File: config.mk
export PLATFORM = sky130hd
export DESIGN_NAME = uart_tx_drain
export DESIGN_NICKNAME = d
export VERILOG_FILES = /design/src/rtl/uart_tx_drain.sv
export SDC_FILE = /design/constraint.sdc
export NUM_CORES = 1
export LEC_CHECK = 0
export ABC_CLOCK_PERIOD_IN_PS = 5500
export CAP_MARGIN = 20
export CORE_UTILIZATION = 35
export DETAILED_ROUTE_END_ITERATION = 7
export PLACE_DENSITY_LB_ADDON = 0.1
export SYNTH_ARGS = -nofsm -noshare
export SYNTH_HDL_FRONTEND = slang
export SYNTH_SLANG_ARGS = --single-unit
File: constraint.sdc
create_clock -name ck -period 5.5 [get_ports ck]
set_input_delay 1.65 -clock ck [delete_from_list [all_inputs] [get_ports ck]]
set_output_delay 1.65 -clock ck [all_outputs]
set_load 0.02 [all_outputs]
File: src/rtl/uart_tx_drain.sv
// FIFO drain: pops one word whenever the FIFO has data and sends it as a UART frame
// (start, NBITS data bits LSB-first, optional parity, one stop bit).
module uart_tx_drain #(
  parameter int unsigned NBITS   = 8,
  parameter int unsigned CLK_DIV = 868,
  parameter int unsigned PARITY  = 0
) (
  input  logic             ck,
  input  logic             rst_n,
  input  logic             en,
  input  logic             em,
  input  logic [NBITS-1:0] q_data,
  output logic             pp,
  output logic             tx,
  output logic             busy,
  output logic             done
);

  localparam int unsigned CW = (CLK_DIV > 1) ? $clog2(CLK_DIV) : 1;
  localparam int unsigned IW = (NBITS > 1) ? $clog2(NBITS) : 1;
  localparam logic [CW-1:0] CNT_MAX  = CW'(CLK_DIV - 1);
  localparam logic [IW-1:0] IDX_LAST = IW'(NBITS - 1);
  localparam bit HAS_PAR = (PARITY == 1) || (PARITY == 2);
  localparam bit ODD_PAR = (PARITY == 2);

  typedef enum logic [2:0] {
    S_IDLE, S_POP, S_WAIT, S_START, S_DATA, S_PAR, S_STOP
  } state_e;

  state_e           state_q, state_d;
  logic [CW-1:0]    cnt_q, cnt_d;
  logic [IW-1:0]    idx_q, idx_d;
  logic [NBITS-1:0] shift_q, shift_d;
  logic             par_q, par_d;
  logic             tx_q, tx_d;
  logic             pp_q, pp_d;
  logic             busy_q, busy_d;
  logic             done_q, done_d;
  logic             bit_end;

  // State and datapath registers
  always_ff @(posedge ck or negedge rst_n) begin
    if (!rst_n) begin
      state_q <= S_IDLE;
      cnt_q   <= '0;
      idx_q   <= '0;
      shift_q <= '0;
      par_q   <= 1'b0;
      tx_q    <= 1'b1;
      pp_q    <= 1'b0;
      busy_q  <= 1'b0;
      done_q  <= 1'b0;
    end else begin
      state_q <= state_d;
      cnt_q   <= cnt_d;
      idx_q   <= idx_d;
      shift_q <= shift_d;
      par_q   <= par_d;
      tx_q    <= tx_d;
      pp_q    <= pp_d;
      busy_q  <= busy_d;
      done_q  <= done_d;
    end
  end

  // Next-state and output logic
  always_comb begin
    state_d = state_q;
    cnt_d   = cnt_q;
    idx_d   = idx_q;
    shift_d = shift_q;
    par_d   = par_q;
    tx_d    = tx_q;
    pp_d    = 1'b0;
    bit_end = (cnt_q == '0);

    // Every serial bit, including stop, shares one reloading baud counter
    if (state_q == S_START || state_q == S_DATA || state_q == S_PAR || state_q == S_STOP) begin
      cnt_d = bit_end ? CNT_MAX : cnt_q - 1'b1;
    end

    case (state_q)
      S_IDLE: begin
        tx_d = 1'b1;
        if (en && !em) begin
          pp_d    = 1'b1;
          state_d = S_POP;
        end
      end
      S_POP: begin
        state_d = S_WAIT;
      end
      S_WAIT: begin
        shift_d = q_data;
        par_d   = ODD_PAR ? ~(^q_data) : ^q_data;
        tx_d    = 1'b0;
        cnt_d   = CNT_MAX;
        state_d = S_START;
      end
      S_START: begin
        if (bit_end) begin
          tx_d    = shift_q[0];
          idx_d   = '0;
          state_d = S_DATA;
        end
      end
      S_DATA: begin
        if (bit_end) begin
          shift_d = shift_q >> 1;
          if (idx_q == IDX_LAST) begin
            if (HAS_PAR) begin
              tx_d    = par_q;
              state_d = S_PAR;
            end else begin
              tx_d    = 1'b1;
              state_d = S_STOP;
            end
          end else begin
            idx_d = idx_q + 1'b1;
            tx_d  = shift_d[0];
          end
        end
      end
      S_PAR: begin
        if (bit_end) begin
          tx_d    = 1'b1;
          state_d = S_STOP;
        end
      end
      S_STOP: begin
        if (bit_end) begin
          tx_d    = 1'b1;
          state_d = S_IDLE;
        end
      end
      default: begin
        tx_d    = 1'b1;
        state_d = S_IDLE;
      end
    endcase

    busy_d = (state_d != S_IDLE);
    done_d = (state_d == S_STOP) && (cnt_d == '0);
  end

  assign pp   = pp_q;
  assign tx   = tx_q;
  assign busy = busy_q;
  assign done = done_q;

endmodule

* Word-level counts from Yosys, hierarchy flattened *
Index checks and enable logic that the tools add are counted.
W data, S select, Z words.

storage, ports and cells
  logic and storage cells = 62
  input port bits = 12
  register bits after elaboration = 28
  output and inout bits = 4

operators by class
  eq/ne operators = 12
  $add $sub $neg = 2
  bitwise operators = 1
  muxes and demuxes = 23
  reduce and logical (&&, ||, !) cells = 16

operator list
  operator                 count
  $mux W10                 3
  $mux W3                  9
  $pmux W3 S7              1
  $logic_not A10 Y1        2
  $pmux W8 S2              1
  $eq A3 B3 Y1 const B     5
  $sub A10 B1 Y10 const B  1
  $mux W8                  1
  $reduce_and A4 Y1        2
  $eq A3 B2 Y1 const B     2
  $mux W1                  6
  $ne A2 B2 Y1 const B     3
  $pmux W3 S2              1
  $pmux W1 S5              1
  $reduce_bool A2 Y1       2
  $add A3 B1 Y3 const B    1
  $eq A3 B1 Y1 const B     1
  $logic_not A3 Y1         1
  $logic_or A1 B1 Y1       3
  $reduce_bool A3 Y1       1
  $logic_and A1 B1 Y1      2
  $ne A2 B1 Y1 const B     1
  $reduce_and A2 Y1        1
  $reduce_or A2 Y1         1
  other kinds (2)          2

* Depth between registers and ports, before layout *
  depth after elaboration = 8
  mapped depth = 9
  mapped depth without buffers = 7

* Worst setup path after synthesis *
Ideal clock, no wire load.

  path kind = input to register
  from = input port em
  to = register busy_q, in the netlist busy
  stages on the path = 5
  data required time = 5369 ps
  setup time = 131 ps
  path slack = 3004 ps
  path buffers = 0
  arrival time = 2364 ps
  cell sequence = inv_1 -> nand3_1 -> a21oi_1 -> a31o_2 -> or3_1

between the ends
  word-level cells in the longest chain between the ends = 5

RTL lines
  what                    line  source
  start: declaration      11    input logic em,
  $logic_not A1 Y1        85    if (en && !em) begin
  $logic_and A1 B1 Y1     85
  $mux W3                 85
  $pmux W3 S7             82    case (state_q)
  named net state_d[0]    30    state_e state_q, state_d;
  $reduce_bool A3 Y1      142   busy_d = (state_d != S_IDLE);
  named net busy_d        37    logic busy_q, busy_d;
  end signal: assignment  61    busy_q <= busy_d;
  end: declaration        37

The timed path passes the listed nets, and every way through them passes these cells.
A chain may end at the register's enable or synchronous reset.

* Final worst setup path *
  from = register tx_q, in the netlist tx
  to = output port tx

RTL lines
  what                      line  source
  start: declaration        35    logic tx_q, tx_d;
  start signal: assignment  59    tx_q <= tx_d;
  end: declaration          14    output logic tx,

No word-level cell between the ends.

==> flow_metrics.tcl <==
set metrics [dict create \
    status "completed" \
    dieArea_sq_um 4780 \
    p_leak_nw 0.674 \
    skew_ns 0.00564 \
    drtAntennaViolNets 0 \
    critPathKind "register to primary output" \
    hp-class "register to register" \
    seqCellArea_sq_um 702 \
    ys_types 48 \
    rows 24 \
    path_buf_inv 1 \
    synth_area_sq_um 1580 \
    grt_busiest_layer "met2" \
    die-width_um 69.2 \
    power-per-cell-area_nw_per_um2 198 \
    synth_area_per_cell_sq_um 9.57 \
    initial_core_util_pct 36.3 \
    synthCells 165 \
    core_sq_um 4350 \
    diodes 0 \
    via_per_inst 5.53 \
    slew_headroom_pct 49.8 \
    drt_iter0_drc 44 \
    finalHoldViolations 0 \
    final_cell_mix "27 x dfrtp_1, 19 x nor2_1, 16 x o21ai_0" \
    holdCritStartpoint "idx_q[0]" \
    clock_sinks 28 \
    synth.yosys.warnings 0 \
    io_pins 16 \
    h-tree-depth 1 \
    grtUsageMet3_pct 2.63 \
    worst_slack_ns 2.44 \
    fin_util_pct 41.7 \
    cts_tree "done" \
    fin_crit_sh_pct 55.6 \
    insertion_delay_ns 0.28 \
    synth_seq_cells 28 \
    worstReg2RegStart "state_q[0]" \
    cp-end-kind "primary output" \
    slew_viol_final 0 \
    rsz0062_at_grt "no" \
    multi_input_area_sq_um 810 \
    crit_required_ns 3.85 \
    antenna_found_initial 0 \
    layout.nets 195 \
    io_buffer_count 15 \
    post_cts_buffers 0 \
    numCtsBuffers 3 \
    drc_errors 0 \
    period_minus_slack_ns 3.06 \
    root_buffer "clkbuf_8" \
    wirelength_um 3360 \
    setup-tns-final_ns 0 \
    area_growth_pct 15.0 \
    drv.max_cap_violation_count 0 \
    worstPathCellList "clkdlybuf4s50_1" \
    clkTransAtPathRegs_ns 0.10 \
    tightest_slew_ns 0.749 \
    crit_fanout 2 \
    grt_pass1_vias 1183 \
    num_vias 1272 \
    cp_slowest_cell "clkdlybuf4s50_1" \
    syn_nets 181 \
    grt_pass1_wl_um 5630 \
    fillers 400 \
    cts_hold_buf 0 \
    wire_per_inst_um 14.6 \
    die_h_um 69.2 \
    drive_above_1_share_pct 10.1 \
    layout_commonest_cell "dfrtp_1" \
    dpl.hpwl_um 2350 \
    crit_family "buffers and inverters" \
    crit_arrival_ns 1.41 \
    start_kind "register" \
    gp_congestion 0.820 \
    critPathLaunch "tx" \
    cts_resized 0 \
    dr.pass1.iters 4 \
    use_met1_pct 19.9 \
    grt_max_degree 29 \
    overflow 0 \
    cp_slowest_stage_delay_ns 0.60 \
    place_ws_ns 2.49 \
    clockBufferDepth 2 \
    clock.fmax_ghz 0.327 \
    track_usage_pct 14.6 \
    setup_viol 0 \
    use_met2_pct 23.2 \
    synth.yosys.seq_area_share_pct 44.5 \
    ir_drop_mv 0.0845 \
]
cells by family after synthesis:
group,Yosys count,synth area share (%)
adders and majority gates,5,3.88
AOI/OAI and AO/OA,41,16.2
and+or+nand+nor,64,23.2
muxes,8,5.15
xor gates and xnor gates,5,2.77
buffers and inverters,14,4.28
DFF,28,44.5
state kept, by name, summed over array words and instances, names as in the netlist:
register and cells:
busy 1, idx_q 3, tx 1, cnt_q 10, done 1, pp 1
state_q 3, shift_q 8
synthesized netlist by cell type (all sizes together):
cell type	n	area, sq um
or3	1	6.26
mux2	1	11.3
nor3	5	30.0
mux2i	7	70.1
maj3	1	11.3
dfrtp	27	676
clkbuf	2	7.51
nand3	7	35.0
a22oi	1	7.51
o31ai	1	7.51
a21oi	12	63.8
a211oi	1	7.51
or2	1	6.26
xnor2	2	17.5
buf	5	33.8
nand3b	1	7.51
ha	4	50.1
nor2b	3	18.8
a31o	1	8.76
o211ai	1	7.51
and4b	1	10.0
o21ai	16	80.1
a221o	1	10.0
inv	7	26.3
a32o	3	30.0
dfstp	1	26.3
and4bb	1	12.5
a2111oi	1	8.76
nand4	3	18.8
or2b	1	7.51
o311ai	1	8.76
nor2	20	77.6
nand4b	1	23.8
xor2	3	26.3
nor4	5	46.3
a32oi	1	8.76
nand2	11	41.3
a21boi	1	7.51
and3b	2	18.8
nand2b	1	6.26
power breakdown:
part / switching, mW / internal [mW] / total [mW] / leakage (nW)
Combinational: 0.00743 / 0.0100 / 0.0175 / 0.316
Clock: 0.0681 / 0.0643 / 0.132 / 0.0288
Sequential: 0.00166 / 0.209 / 0.210 / 0.329
Total: 0.0772 / 0.283 / 0.360 / 0.674
metal layers:
metal / vias up / routed length [um]
met3: 5 / 223
met5: - / 0
met4: 0 / 43
li1: 619 / -
met1: 598 / 1570
met2: 50 / 1530
through the flow:
step                      power (mW)  hold slack (ns)  std cells  instance area (sq um)
final                          0.360            0.507        230                   1820
after global routing           0.379            0.530        230                   1820
after global placement         0.232            0.481        226                   1760
after floorplan                0.219            0.463        165                   1580
after detailed placement       0.233            0.492        226                   1760
after CTS                      0.368            0.511        230                   1820
path summary, 6_finish.rpt:
kind | endpoint | slack [ns] | depth (start not counted)
worst max-delay path | tx | 2.44 | 1
worst min-delay path | idx_q[0] | 0.51 | 1
worst max register to register | done | 2.96 | 6
worst min register to register | idx_q[0] | 0.51 | 1
max in group asynchronous | tx | 3.45 | 2
min in group asynchronous | cnt_q[6] | 1.74 | 2
cell type report:
class,instances,share of cell area [%]
multi-input cells,123,44.6
flip-flops and latches,28,38.7
repair buffers,16,8.68
well taps,52,3.58
clock buffers,4,3.03
inverters,7,1.45
Power figures use the tool's default switching activity.
